`src/rtl/cfg_sched_pkg.sv`:
```
// cfg_sched_pkg: shared constants and state encoding for the configuration frame scheduler
package cfg_sched_pkg;
    localparam int CFG_WORDS = 5;
    localparam int CFG_W = 160;
    localparam logic [31:0] TIMEOUT_STATUS = 32'h0;
    typedef enum logic [1:0] {IDLE, SEND, WAIT_STS, DONE} state_t;
endpackage

```
`src/rtl/rr_arbiter.sv`:
```
// rr_arbiter: combinational round-robin pick, scanning upward from rr_ptr modulo NREQ
module rr_arbiter #(
    parameter int NREQ = 2,
    localparam int GW = NREQ > 1 ? $clog2(NREQ) : 1
) (
    input  logic [NREQ-1:0] req,
    input  logic [GW-1:0]   rr_ptr,
    output logic [NREQ-1:0] grant,
    output logic [GW-1:0]   grant_id
);
    // Scan in reverse so the last hit written is the first one in round-robin order
    always_comb begin
        grant = '0;
        grant_id = '0;
        for (int k = NREQ - 1; k >= 0; k--) begin
            if (req[(int'(rr_ptr) + k) % NREQ]) begin
                grant = '0;
                grant[(int'(rr_ptr) + k) % NREQ] = 1'b1;
                grant_id = GW'((int'(rr_ptr) + k) % NREQ);
            end
        end
    end
endmodule

```
`src/rtl/cfg_frame_sched.sv`:
```
// cfg_frame_sched: round-robin scheduler serializing 160-bit config frames onto a 32-bit AXIS link
module cfg_frame_sched
    import cfg_sched_pkg::*;
#(
    parameter int NREQ = 2,
    parameter int TIMEOUT = 1023,
    localparam int GW = NREQ > 1 ? $clog2(NREQ) : 1
) (
    input  logic                  clk,
    input  logic                  aresetn,
    input  logic [NREQ-1:0]       req_valid,
    input  logic [NREQ*CFG_W-1:0] req_frame,
    output logic [NREQ-1:0]       req_ready,
    output logic [NREQ-1:0]       done_valid,
    output logic [31:0]           done_status,
    output logic                  done_timeout,
    output logic [31:0]           m_axis_tdata,
    output logic                  m_axis_tvalid,
    input  logic                  m_axis_tready,
    input  logic [31:0]           s_axis_tdata,
    input  logic                  s_axis_tvalid,
    output logic                  s_axis_tready,
    output logic                  busy,
    output logic [GW-1:0]         grant_id
);
    localparam int TW = $clog2(TIMEOUT + 1);

    state_t                       state, state_nx;
    logic [GW-1:0]                rr_ptr, win_idx;
    logic [NREQ-1:0]              win;
    logic [CFG_WORDS-1:0][31:0]   frame;
    logic [2:0]                   beat;
    logic [TW-1:0]                tcnt;
    logic [31:0]                  sts;
    logic                         tmo;
    logic                         beat_acc, last_beat, sts_acc, tmo_hit;

    rr_arbiter #(.NREQ(NREQ)) u_arb (
        .req      (req_valid),
        .rr_ptr   (rr_ptr),
        .grant    (win),
        .grant_id (win_idx)
    );

    assign beat_acc  = state == SEND && m_axis_tready;
    assign last_beat = beat_acc && beat == 3'(CFG_WORDS - 1);
    assign sts_acc   = state == WAIT_STS && s_axis_tvalid;
    assign tmo_hit   = state == WAIT_STS && tcnt == TW'(TIMEOUT - 1);

    always_ff @(posedge clk or negedge aresetn) begin
        if (!aresetn)
            state <= IDLE;
        else
            state <= state_nx;
    end

    always_comb begin
        state_nx = state;
        case (state)
            IDLE:     state_nx = |win ? SEND : IDLE;
            SEND:     state_nx = last_beat ? WAIT_STS : SEND;
            WAIT_STS: state_nx = sts_acc || tmo_hit ? DONE : WAIT_STS;
            default:  state_nx = IDLE;
        endcase
    end

    // A status word on the final timeout cycle takes precedence over the timeout
    always_ff @(posedge clk or negedge aresetn) begin
        if (!aresetn) begin
            rr_ptr   <= '0;
            grant_id <= '0;
            frame    <= '0;
            beat     <= '0;
            tcnt     <= '0;
            sts      <= '0;
            tmo      <= 1'b0;
        end else begin
            if (state == IDLE && |win) begin
                frame    <= req_frame[int'(win_idx)*CFG_W +: CFG_W];
                grant_id <= win_idx;
                beat     <= '0;
            end
            if (beat_acc)
                beat <= beat + 3'd1;
            tcnt <= state == WAIT_STS ? tcnt + 1'b1 : '0;
            if (sts_acc) begin
                sts <= s_axis_tdata;
                tmo <= 1'b0;
            end else if (tmo_hit) begin
                sts <= TIMEOUT_STATUS;
                tmo <= 1'b1;
            end
            if (state == DONE)
                rr_ptr <= grant_id == GW'(NREQ - 1) ? '0 : grant_id + 1'b1;
        end
    end

    always_comb begin
        req_ready     = state == IDLE && aresetn ? win : '0;
        m_axis_tvalid = state == SEND;
        m_axis_tdata  = state == SEND ? frame[beat] : '0;
        s_axis_tready = state == WAIT_STS;
        busy          = state != IDLE;
        done_valid    = state == DONE ? NREQ'(1) << grant_id : '0;
        done_status   = state == DONE ? sts : '0;
        done_timeout  = state == DONE && tmo;
    end
endmodule

```
`config.mk`:
```
export PLATFORM = sky130hd
export DESIGN_NAME = cfg_frame_sched
export DESIGN_NICKNAME = d
export VERILOG_FILES = /design/src/rtl/cfg_sched_pkg.sv /design/src/rtl/rr_arbiter.sv /design/src/rtl/cfg_frame_sched.sv
export SDC_FILE = /design/constraint.sdc
export NUM_CORES = 1
export LEC_CHECK = 0
export BUFFER_PORTS_ARGS = -buffer_cell sky130_fd_sc_hd__buf_2
export CAP_MARGIN = 30
export CORE_MARGIN = 4
export CORE_UTILIZATION = 41
export DETAILED_ROUTE_END_ITERATION = 6
export PLACE_DENSITY = 0.65
export SYNTH_ARGS = -nofsm -noshare
export SYNTH_HDL_FRONTEND = slang
export SYNTH_SLANG_ARGS = --single-unit
```
`constraint.sdc`:
```
create_clock -name clk -period 4.9 [get_ports clk]
set_clock_uncertainty 0.05 [all_clocks]
set_input_delay 0.98 -clock clk [delete_from_list [all_inputs] [get_ports clk]]
set_output_delay 0.98 -clock clk [all_outputs]
set_load 0.05 [all_outputs]
```
Word-level counts from Yosys, hierarchy flattened
Index checks and enable logic that the tools add are counted.
{ "classes": {"addsub": 4, "mul": 1, "magnitude_cmp": 5, "n_eq_ne": 5, "shifts": 2, "muxes": 31, "bitwise": 1, "reduce_logical": 15} }
{ "op_table": {"columns": ["cell", "count"], "rows": [
  ["variable part select 320 x 10 -> 160 bit", 1],
  ["2-to-1 mux 32 bit", 5],
  ["binary-select mux 32 bit (select 3 bit)", 1],
  ["2-to-1 mux 1 bit", 14],
  ["adder 10 x 1 -> 10 bit, second input constant", 1],
  ["equality test 10 bit, second input constant", 1],
  ["2-to-1 mux 10 bit", 1],
  ["2-to-1 mux 2 bit", 5],
  ["logical AND 1 bit", 9],
  ["2-to-1 mux 3 bit", 2],
  ["one-hot mux 2 bit (3 select lines)", 1],
  ["nonzero test 2 bit", 3],
  ["equality test 2 bit, second input constant", 2],
  ["< comparator 3 x 4 -> 1 bit, second input constant", 1],
  ["multiplier 1 x 3 -> 4 bit, second input constant", 1],
  ["adder 3 x 1 -> 3 bit, second input constant", 1],
  ["equality test 3 bit, second input constant", 1],
  ["< comparator 2 x 3 -> 1 bit, second input constant", 1],
  ["adder 1 bit, second input constant", 2],
  ["demux 1 bit (select 1 bit)", 2],
  ["equality test 2 x 1 -> 1 bit, second input constant", 1],
  [">= comparator 2 x 1 -> 1 bit, second input constant", 1],
  ["logical NOT 2 bit", 1],
  ["< comparator 1 x 2 -> 1 bit, second input constant", 1],
  ["5 further kinds", 5]
]} }
{ "totals": {"reg_bits": 210, "out_inout_bits": 73, "elab_cells": 76} }

Logic depth before layout (Yosys ltp)
Gate-level depths: netlist of run 1.
{ "logic_depth": {"word_depth": 12, "depth_mapped": 8, "depth_no_buf": 5} }

By module
A second synthesis of run 1 with hierarchy kept.
{ "hier_totals": {"hier_cells": 838, "area_unflattened_um2": 11304.6} }
{ "by_module_without_submodules": {"columns": ["module", "instances", "cells_per_inst", "area_each_um2", "seq_area_each_um2"], "rows": [
  ["cfg_frame_sched", 1, 834, 11278.3, 5255.0],
  ["rr_arbiter", 1, 4, 26.3, 0.0]
]} }

Least setup slack after synthesis of run 1
No wires, ideal clock.
{ "synth_path": {"path_type": "input-to-output", "from": "in req_valid[1]", "to": "out req_ready[1]", "t_arrival_ns": 2.531, "t_required_ns": 3.870, "setup_slack_ns": 1.339, "stages": 4, "n_path_buf": 2, "cell_sequence": "inv_1 clkbuf_1 clkbuf_1 nor3_1"} }
{ "synth_between": {"elab_chain_len": 6, "elab_cells_between_ends": 8} }
{ "synth_rtl": {"columns": ["item", "line", "rtl"], "rows": [
  ["start: declaration", "cfg_frame_sched.sv:11", "input logic [NREQ-1:0] req_valid,"],
  ["2-to-1 mux 1 bit (implied by the code) (3 in series)", "rr_arbiter.sv:16", "if (req[(int'(rr_ptr) + k) % NREQ]) begin"],
  ["2-to-1 mux 2 bit", "rr_arbiter.sv:16", null],
  ["2-to-1 mux 2 bit *", "rr_arbiter.sv:16", null],
  ["2-to-1 mux 2 bit *", "cfg_frame_sched.sv:99", "req_ready = state == IDLE && aresetn ? win : '0;"],
  ["end: declaration", "cfg_frame_sched.sv:13", "output logic [NREQ-1:0] req_ready,"]
]} }
Every way passes the cells marked *; elsewhere a longest branch is shown, timed or not. The select of a mux whose other input is x is not followed.

Final worst setup path of run 1
{ "layout_path": {"from": "reg state[1]", "to": "out m_axis_tdata[0]"} }
{ "layout_between": {"elab_chain_len": 2} }
{ "layout_rtl": {"columns": ["item", "line", "rtl"], "rows": [
  ["start: declaration", "cfg_frame_sched.sv:28", "state_t state, state_nx;"],
  ["start signal: assignment", "cfg_frame_sched.sv:54", "state <= state_nx;"],
  ["equality test 2 x 1 -> 1 bit", "cfg_frame_sched.sv:101", "m_axis_tdata = state == SEND ? frame[beat] : '0;"],
  ["2-to-1 mux 32 bit", "cfg_frame_sched.sv:101", null],
  ["end: declaration", "cfg_frame_sched.sv:17", "output logic [31:0] m_axis_tdata,"]
]} }
No other way between the ends.

==> summary.md, run 1 <==
| Metric | Value |
|---|---|
| Die Ht | between 150 and 200 microns |
| Vias in the first global route | 11700 |
| Cell Pwr Density | roughly 650 nW/um^2 |
| CP Launch Point | state[1] |
| Hold WC Path Type | in2async |
| Status | complete, no violations |
| DR pass1 iterations | 5 |
| IO Pins | ~430 |
| Number of synthesized register bits | 210 |
| Max Buffers Root-to-Sink | 3 |
| Max Cap Viol | 0 |
| Most frequent cells in the layout | buf_2, dfrtp_1, a21oi_1, o21ai_0 |
| Max FO, Critical Path | 32 |
| Vias | around 12000 |
| FF-to-FF End | frame[105] |
| Crit path kind | reg2out |
| Min cycle time layout | about 3.6 ns |
| Seq/Total Area, Yosys | 44.6% |
| R2r setup slk | slightly above 2 ns |
| Routed WL per cell | 22.2 microns |
| Largest net degree at the start of global routing | around 320 |
| Global router's overall resource usage | around a quarter |
| Worst slew pin tran | approximately 1.3 ns |
| Final Hold Viols | 0 |
| Worst vdd ir | 0.368 mV |
| Layout area overhead | 25.9% |
| Final ANT Viol Nets | 0 |
| Post-cts resize count | 0 |
| Final setup fails | 0 |
| Die Wd | around 180 microns |
| Final Slew Violations | 0 |
| Share of cells above drive strength 1 | between 30 and 40% |
| Post-detail-place hpwl | roughly 30000 microns |
| Synth Area per Inst | around 9.4 sq um |
| Number of hold-repair buffers added at the cts stage | 0 |
| Total core area | 28100 sq um |
| Initial Utilization | 41.9% |
| # Post-CTS Setup Buffers | 0 |
| DRC Markers | 0 |
| IO Port Bufs | 430 |
| Routed vias/inst | about 6.0 |
| Reg area | around 5300 sq um |
| Post-Syn Nets | approximately 1600 |
| Synth cell types | 36 |
| Clock root buffer | clkbuf_16 |
| Commonest non-fill, non-tap cell in the layout | buf_2 |
| TNS Setup | 0 ns |
| First-pass GRT wire length | roughly 66000 microns |
| Leak pwr | around 6.5 nW |
| Worst slew margin | ~16% |
| Critical R2R Launch | state[1] |
| RSZ-0062 raised after global routing | false |
| Std cell rows | 61 |
| Sink Count | between 200 and 250 |
| # fillers | between 2000 and 3000 |
| CP Data Arrival Time | between 2 and 3 ns |
| Final Worst Setup Slack | ~1.3 ns |
| Final Cycle Share | 73.3% |
| Routed WL | 43700 microns |
| Die area | 31500 sq um |
| Mapped Area | 11800 sq um |
| Gr ovfl total | 0 |
| Nets | 1932 |
| Worst r2r path cells | 6 |
| CTS tree | yes |
| Initial antenna violation count | 12 |
| Clock latency on the worst-skew pair | between 0.5 and 0.6 ns |
| CTS Buf Count | 25 |
| Initial DRC count | 1091 |
| Worst setup path endpoint | m_axis_tdata[0] |
| CTS H-tree depth | 1 |
| Clock slew at the register clock pins of the worst setup and hold paths | roughly 0.06 ns |
| Critical Path RT | just under 4 ns |
| Cells after Synth | between 1000 and 1500 |
| Warnings from Yosys | 0 |
| Setup WS pre-CTS | 1.42 ns |
| Final Wtd Congestion | around 0.9 |
| Peak Freq | roughly 280 MHz |
| Crit path launch type | flip-flop |
| Critical path endpoint category | output port |
| Multi-input logic area | around 5900 sq um |
worst min path at each step:
stage / start / to / slack, ns / depth (start not counted)
2_1_floorplan: tmo / tmo / 0.41 / 1
3_3_place_gp: tmo / tmo / 0.42 / 1
3_5_place_dp: tmo / tmo / 0.43 / 1
4_1_cts: aresetn / frame[146] / 0.29 / 1
5_1_grt: aresetn / frame[147] / 0.31 / 1
6_report: aresetn / frame[147] / 0.30 / 1
power breakdown:
part | switching, mW | internal, mW
Combinational | 2.98 | 1.72
Sequential | 0.598 | 2.57
Clock | 0.728 | 0.974
synthesized netlist by cell type:
library cell,n,share of area (%)
and2_1,2,0.11
or3_1,4,0.21
mux2_2,1,0.096
inv_1,8,0.26
ha_1,4,0.43
nor2b_1,1,0.053
o311ai_0,1,0.074
and3b_1,1,0.074
or2_1,1,0.053
nand3b_1,161,10
nand4_1,1,0.053
o41ai_1,1,0.074
a21oi_1,167,7.1
a22o_1,33,2.5
a31oi_1,161,8.6
nand2_1,37,1.2
o21ai_0,165,7.0
buf_6,2,0.19
buf_1,5,0.16
o21a_1,1,0.064
xnor2_1,1,0.074
nor3_1,1,0.042
nand3_1,7,0.30
nand2b_1,3,0.16
xor2_1,3,0.22
nor4b_2,1,0.13
o2bb2ai_1,32,2.4
nand4b_1,2,0.15
nor2_1,11,0.35
dfrtp_1,210,45
clkbuf_1,132,4.2
and3_1,34,1.8
nor3_2,1,0.085
a2111o_1,1,0.096
buf_2,18,0.77
mux4_2,32,6.1
state kept, by name, summed over array words and instances (netlist names):
name	count
grant_id	1
state	2
frame	160
tmo	1
beat	3
tcnt	10
rr_ptr	1
sts	32
cell families (layout without fill, tap and decap cells):
group	count (synthesis)	after routing	synth area share [%]
fa+ha+maj	4	4	0.425
simple gates	268	268	15.0
compound gates	562	562	27.8
flops	210	210	44.6
buf+inv	165	503	5.58
other cells	0	7	0
mux	33	33	6.22
xor+xnor	4	4	0.298
layout make-up:
type | instances | area share [%]
antenna | 7 | 0.118
clock buffer | 32 | 4.60
clock inverter | 9 | 0.346
inverter | 8 | 0.219
multi-input combinational | 871 | 39.8
sequential | 210 | 35.5
tap | 378 | 3.19
timing repair buffer | 454 | 16.2
worst max-delay path, stage by stage (launching register included):
cell	delay, ns
dfrtp_1	0.37
nand2b_1	0.25
nor2_4	0.81
a22o_1	0.30
buf_2	0.28
layer usage:
| layer | global-route usage [%] | vias up | part of all wire [%] |
|---|---|---|---|
| met5 | 0 | - | 0.16 |
| li1 | - | 5388 | - |
| met2 | 42.6 | 536 | 48 |
| met4 | 8.86 | 10 | 2.8 |
| met3 | 5.41 | 77 | 8.2 |
| met1 | 35.6 | 5774 | 41 |
per-stage QoR:
step                cell area (sq um)  power [mW]  instances  hold WS [ns]  utilization [%]
floorplan                       11800        6.49       1246         0.407                -
global placement                14000        7.75       1919         0.416             49.9
detailed placement              14000        7.83       1919         0.425             49.9
CTS                             14800        9.56       1960         0.294             52.5
global route                    14800        10.1       1968         0.310             52.8
finish                          14800        9.56       1969         0.298             52.8
Note: power is estimated with default switching activity, not from simulation.
==> run 2, diff against run 1 <==
PLACE_DENSITY = 0.68   (was 0.65)
clock period = 3 ns   (was 4.9 ns; I/O delays follow)
==> summary.md, run 2 (synthesized netlist as in run 1, its figures left out) <==
| Metric | Value |
|---|---|
| Hold WC Path Type | in2reg |
| Max Buffers Root-to-Sink | 3 (unchanged) |
| Clock latency on the worst-skew pair | 0.52 ns (about the same) |
| Clock slew at the register clock pins of the worst setup and hold paths | 0.06 ns (about the same) |
| Max FFs per register | 160 (unchanged) |
| Worst slew margin | 42.6% (+27 points) |
| IO Port Bufs | 430 (unchanged) |
| Gr ovfl total | 0 (unchanged) |
| Largest regs | frame: 160 flops, sts: 32 flops, tcnt: 10 flops |
| R2r setup slk | 0.72 ns (-1.34 ns) |
| Routed WL per cell | 22.4 microns (+0.62%) |
| Min cycle time layout | between 2 and 3 ns |
| Final Wtd Congestion | 0.906 (+0.25%) |
| Worst slew pin tran | 0.861 ns (-0.403 ns) |
| # Post-CTS Setup Buffers | 0 (unchanged) |
| Pwr Total | 16.3 mW (+70%) |
| Reg area | 5260 sq um (about the same) |
| Finished Layout Cells | 1989 (+1.0%) |
| Final Hold Viols | 0 (unchanged) |
| Clock root buffer | clkbuf_16 |
| Worst setup path endpoint | m_axis_tdata[16] |
| DR pass1 iterations | 5 (unchanged) |
| Status | complete, no violations |
| CP Data Arrival Time | 2.26 ns (-0.30 ns) |
| Largest register by flop count | frame |
| Die Wd | 177 microns (unchanged) |
| Post-detail-place hpwl | 30300 microns (+3.1%) |
| Placed instance count | 1931 (+0.63%) |
| Die Ht | 177 microns (unchanged) |
| Routed WL | 44500 microns (+1.6%) |
| TNS Setup | 0 ns (unchanged) |
| CTS Buf Count | 25 (unchanged) |
| Final Cycle Share | around 97% |
| CP Launch Point | beat[0] |
| Final ANT Viol Nets | 0 (unchanged) |
| FF-to-FF End | sts[2] |
| Critical R2R Launch | state[1] |
| Multi-input logic area | 5900 sq um (unchanged) |
| Std cell rows | 61 (unchanged) |
| First-pass GRT wire length | 66300 microns (+0.77%) |
| Sink Count | 210 (unchanged) |
| Global router's overall resource usage | 26.7% (+0.35 points) |
| Peak Freq | ~340 MHz |
| Util after Layout | 53.9% (+1.1 points) |
| RSZ-0062 raised after global routing | false |
| Hold path depth | 2 |
| # fillers | 2641 (-2.6%) |
| DRC Markers | 0 (unchanged) |
| Critical Path RT | 2.35 ns (-1.52 ns) |
| Cell Pwr Density | 1080 nW/um^2 (+67%) |
| Worst r2r path cells | 6 (unchanged) |
| Final setup fails | 0 (unchanged) |
| IO Pins | 431 (unchanged) |
| Max Cap Viol | 0 (unchanged) |
| Fin Hold WS | 0.238 ns (-0.0600 ns) |
| Largest net degree at the start of global routing | 177 (-45%) |
| Commonest non-fill, non-tap cell in the layout | buf_2 |
| Total core area | 28100 sq um (unchanged) |
| Layout area overhead | 28.5% |
| Crit path kind | reg2out |
| CTS H-tree depth | 1 (unchanged) |
| Vias in the first global route | 11700 (+0.51%) |
| Critical path endpoint category | output port |
| Leak pwr | 6.63 nW (+2.0%) |
| Share of cells above drive strength 1 | 34.1% (+0.37 points) |
| Initial DRC count | 1133 (+3.8%) |
| CTS tree | yes |
| Final Slew Violations | 0 (unchanged) |
| Nets | 1943 (+0.57%) |
| Worst vdd ir | 0.689 mV (+87%) |
| Max FO, Critical Path | 14 (-56%) |
| Vias | 12100 (+2.3%) |
| Initial antenna violation count | 15 (+3) |
| Die area | 31500 sq um (unchanged) |
| Routed vias/inst | 6.06 (+1.2%) |
| Most frequent cells in the layout | buf_2, dfrtp_1, a21oi_1, o21ai_0 |
| Initial Utilization | 41.9% (unchanged) |
| Crit path launch type | flip-flop |
run 2: cell count changes in the layout (fill, tap and decap cells not counted), moves of 3 or more:
cell       previous run  this run
buf_12                3        10
clkinv_2              7         2
diode_2               7        12
bufinv_16             0         4
buf_4                20        23
clkbuf_1              4         7
run 2: worst min-delay path by stage:
stage,from,endpoint,slack [ns]
after detailed placement,tmo,tmo,0.43
after CTS,s_axis_tdata[18],sts[18],0.22
after floorplan,aresetn,beat[0],0.25
after global routing,s_axis_tdata[21],sts[21],0.23
final,s_axis_tdata[28],sts[28],0.24
after global placement,tmo,tmo,0.42
run 2: metal layers:
| layer | track usage, % | routed length [microns] |
|---|---|---|
| met2 | 43.2 | 21100 |
| met1 | 35.6 | 18000 |
| met5 | 0 | 60 |
| met3 | 6.07 | 3880 |
| met4 | 9.09 | 1500 |
run 2: per-stage QoR:
step / setup slack (ns) / instance area, sq um
floorplan: 0.199 / 11800
finish: 0.0922 / 15100
global placement: 0.573 / 14200
global route: 0.00505 / 15100
CTS: 0.0500 / 15100
detailed placement: 0.537 / 14200
run 2: worst max-delay path, stage by stage, from the launching register on:
cell and delay, ns:
dfrtp_2 0.47, buf_6 0.28, mux4_2 0.55, a22o_1 0.21
buf_2 0.21
run 2: timing repair:
action	CTS	global route
hold buffers	1	0
gates resized for setup	1	2
endpoints found under the setup margin	3	22
hold endpoints to repair	39	0
run 2: area by class of cell:
cell class	count	share of cell area (%)
well taps	378	3.13
flip-flops and latches	210	34.8
multi-input cells	871	39.0
repair buffers	465	17.0
clock inverters	9	1.02
diodes	12	0.199
clock buffers	36	4.67
inverters	8	0.215
run 2: power by group:
group	leakage [nW]	switching, mW	internal (mW)	total [mW]
combinational	3.80	4.90	2.94	7.84
clock	0.414	1.23	1.98	3.21
sequential	2.42	1.03	4.20	5.23
==> run 3, diff against run 2 <==
SETUP_SLACK_MARGIN = 0.3   (was default)
==> summary.md, run 3 (synthesized netlist as in run 1, its figures left out) <==
| Metric | Value |
|---|---|
| Crit path kind | reg2out |
| CTS tree | yes |
| Leak pwr | 6.75 nW (+1.8%) |
| Final Worst Setup Slack | 0.155 ns (+0.0632 ns) |
| Max FFs per register | 160 (unchanged) |
| Largest register by flop count | frame |
| Global router's overall resource usage | 26.6% (-0.14 points) |
| Dpl cell area | 14100 sq um (-0.49%) |
| Gr ovfl total | 0 (unchanged) |
| Post-detail-place hpwl | 29100 microns (-4.1%) |
| Crit path top cell by count | buf_4 |
| Cell Pwr Density | 1090 nW/um^2 (+1.4%) |
| Nets | 1949 (+0.31%) |
| Fin Hold WS | 0.231 ns (-0.00744 ns) |
| Share of cells above drive strength 1 | 34.5% (+0.43 points) |
| Setup WS pre-CTS | 0.538 ns (+0.00134 ns) |
| Clock slew at the register clock pins of the worst setup and hold paths | 0.06 ns (about the same) |
| Min cycle time layout | 2.84 ns (-0.0632 ns) |
| DRC Markers | 0 (unchanged) |
| DR pass1 iterations | 5 (unchanged) |
| IO Pins | 431 (unchanged) |
| Max Buffers Root-to-Sink | 3 (unchanged) |
| Hold WC Path Type | in2reg |
| CTS H-tree depth | 1 (unchanged) |
| Most frequent cells in the layout | buf_2, dfrtp_1, a21oi_1, o21ai_0 |
| Critical Path RT | 2.35 ns (about the same) |
| Routed vias/inst | 6.02 (-0.62%) |
| Post-route cell area | 15500 sq um (+2.3%) |
| Largest net degree at the start of global routing | 162 (-8.5%) |
| Sink Count | 210 (unchanged) |
| Max FO, Critical Path | 6 (-8) |
| CTS Buf Count | 25 (unchanged) |
| Vias in the first global route | 11700 (-0.44%) |
| Status | complete, no violations |
| Worst vdd ir | 0.666 mV (-3.3%) |
| Commonest non-fill, non-tap cell in the layout | buf_2 |
| Final Hold Viols | 0 (unchanged) |
| Vias | 12000 (-0.37%) |
| Initial DRC count | 1159 (+2.3%) |
| Layout area overhead | 31.5% |
| Final Cycle Share | 94.8% (-2.1 points) |
| Clock root buffer | clkbuf_16 |
| Std cell rows | 61 (unchanged) |
| CP cell instances | buf_4 > nor4b_4 > buf_6 > clkbuf_16 > a22o_1 > buf_4 |
| Routed WL | 44700 microns (+0.46%) |
| Critical path endpoint category | output port |
| RSZ-0062 raised after global routing | true |
| Slowest-stage cell, CP | dfrtp_2 |
| Worst slew margin | 44.9% (+2.3 points) |
| Die area | 31500 sq um (unchanged) |
| Die Ht | 177 microns (unchanged) |
| IO Port Bufs | 430 (unchanged) |
| Final Slew Violations | 0 (unchanged) |
| First-pass GRT wire length | 66300 microns (about the same) |
| Total core area | 28100 sq um (unchanged) |
| TNS Setup | 0 ns (unchanged) |
| Max Cap Viol | 0 (unchanged) |
| Final ANT Viol Nets | 0 (unchanged) |
| Largest regs | frame: 160 flops, sts: 32 flops, tcnt: 10 flops |
| CP Data Arrival Time | 2.19 ns (-0.07 ns) |
| Peak Freq | 352 MHz (+2.2%) |
| CP peak stage delay | 0.48 ns (-0.07 ns) |
| Crit path launch type | flip-flop |
| Initial antenna violation count | 12 (-3) |
| Final Wtd Congestion | 0.905 (about the same) |
| Clock latency on the worst-skew pair | 0.52 ns (about the same) |
| Die Wd | 177 microns (unchanged) |
| Initial Utilization | 41.9% (unchanged) |
| Final setup fails | 0 (unchanged) |
| Worst slew pin tran | 0.826 ns (-0.0349 ns) |
| Routed WL per cell | 22.4 microns (+0.21%) |
-- run 3: cell count changes in the layout (fill, tap and decap cells not counted), moves of 3 or more --
cell,change
bufinv_16,-4
clkbuf_16,+3
buf_16,+3
buf_12,+5
buf_2,-34
clkinv_2,+5
buf_4,-7
buf_6,+34
-- run 3: worst paths after layout --
check | from | to | slack [ns] | cells past startpoint
min in group asynchronous | aresetn | frame[139] | 0.59 | 3
max in group asynchronous | aresetn | frame[33] | 1.54 | 3
hold reg to reg | tmo | tmo | 0.43 | 1
setup / recovery | beat[0] | m_axis_tdata[30] | 0.16 | 6
hold / removal | s_axis_tdata[24] | sts[24] | 0.23 | 2
setup reg to reg | state[1] | frame[128] | 0.68 | 6
-- run 3: metrics by stage --
step	total power [mW]	utilization, %	cells
2_1_floorplan	10.6	-	1246
3_3_place_gp	12.8	50.4	1923
3_5_place_dp	12.9	50.4	1923
4_1_cts	16.8	54.6	1978
5_1_grt	17.8	55.1	1991
6_report	16.9	55.1	1994
-- run 3: layout make-up --
type,instances,area (sq um)
antenna,11,27.5
clock buffer,36,707
clock inverter,9,52.6
fill,2604,12600
inverter,8,32.5
multi-input combinational,871,5920
sequential,210,5260
tap,378,473
timing repair buffer,471,3010
-- run 3: power by group --
part | switching [mW] | internal (mW) | leakage, nW | total (mW)
Sequential | 1.02 | 4.19 | 2.42 | 5.21
Clock | 1.22 | 1.63 | 0.381 | 2.85
Combinational | 5.11 | 3.72 | 3.95 | 8.83
-- run 3: worst max-delay path, delay by kind of cell (launching register included) --
family	cells	cell delay, ns
simple gates	1	0.25
buf+inv	4	0.78
compound gates	1	0.14
flops	1	0.48
-- run 3: metal layers --
metal  part of all wire (%)  GRT usage (%)
met4                    3.7           10.2
met3                     11           7.95
met5                   0.11              0
met1                     39           34.8
met2                     47           41.6
-- run 3: timing repair --
action                     4_1_cts  5_1_grt
pin swaps                        1        4
cloned                           3        3
hold buffers                     2        0
buffers inserted                 5        2
hold endpoints to repair        27        0
gates resized for setup         80        9
setup endpoints to repair       33       36
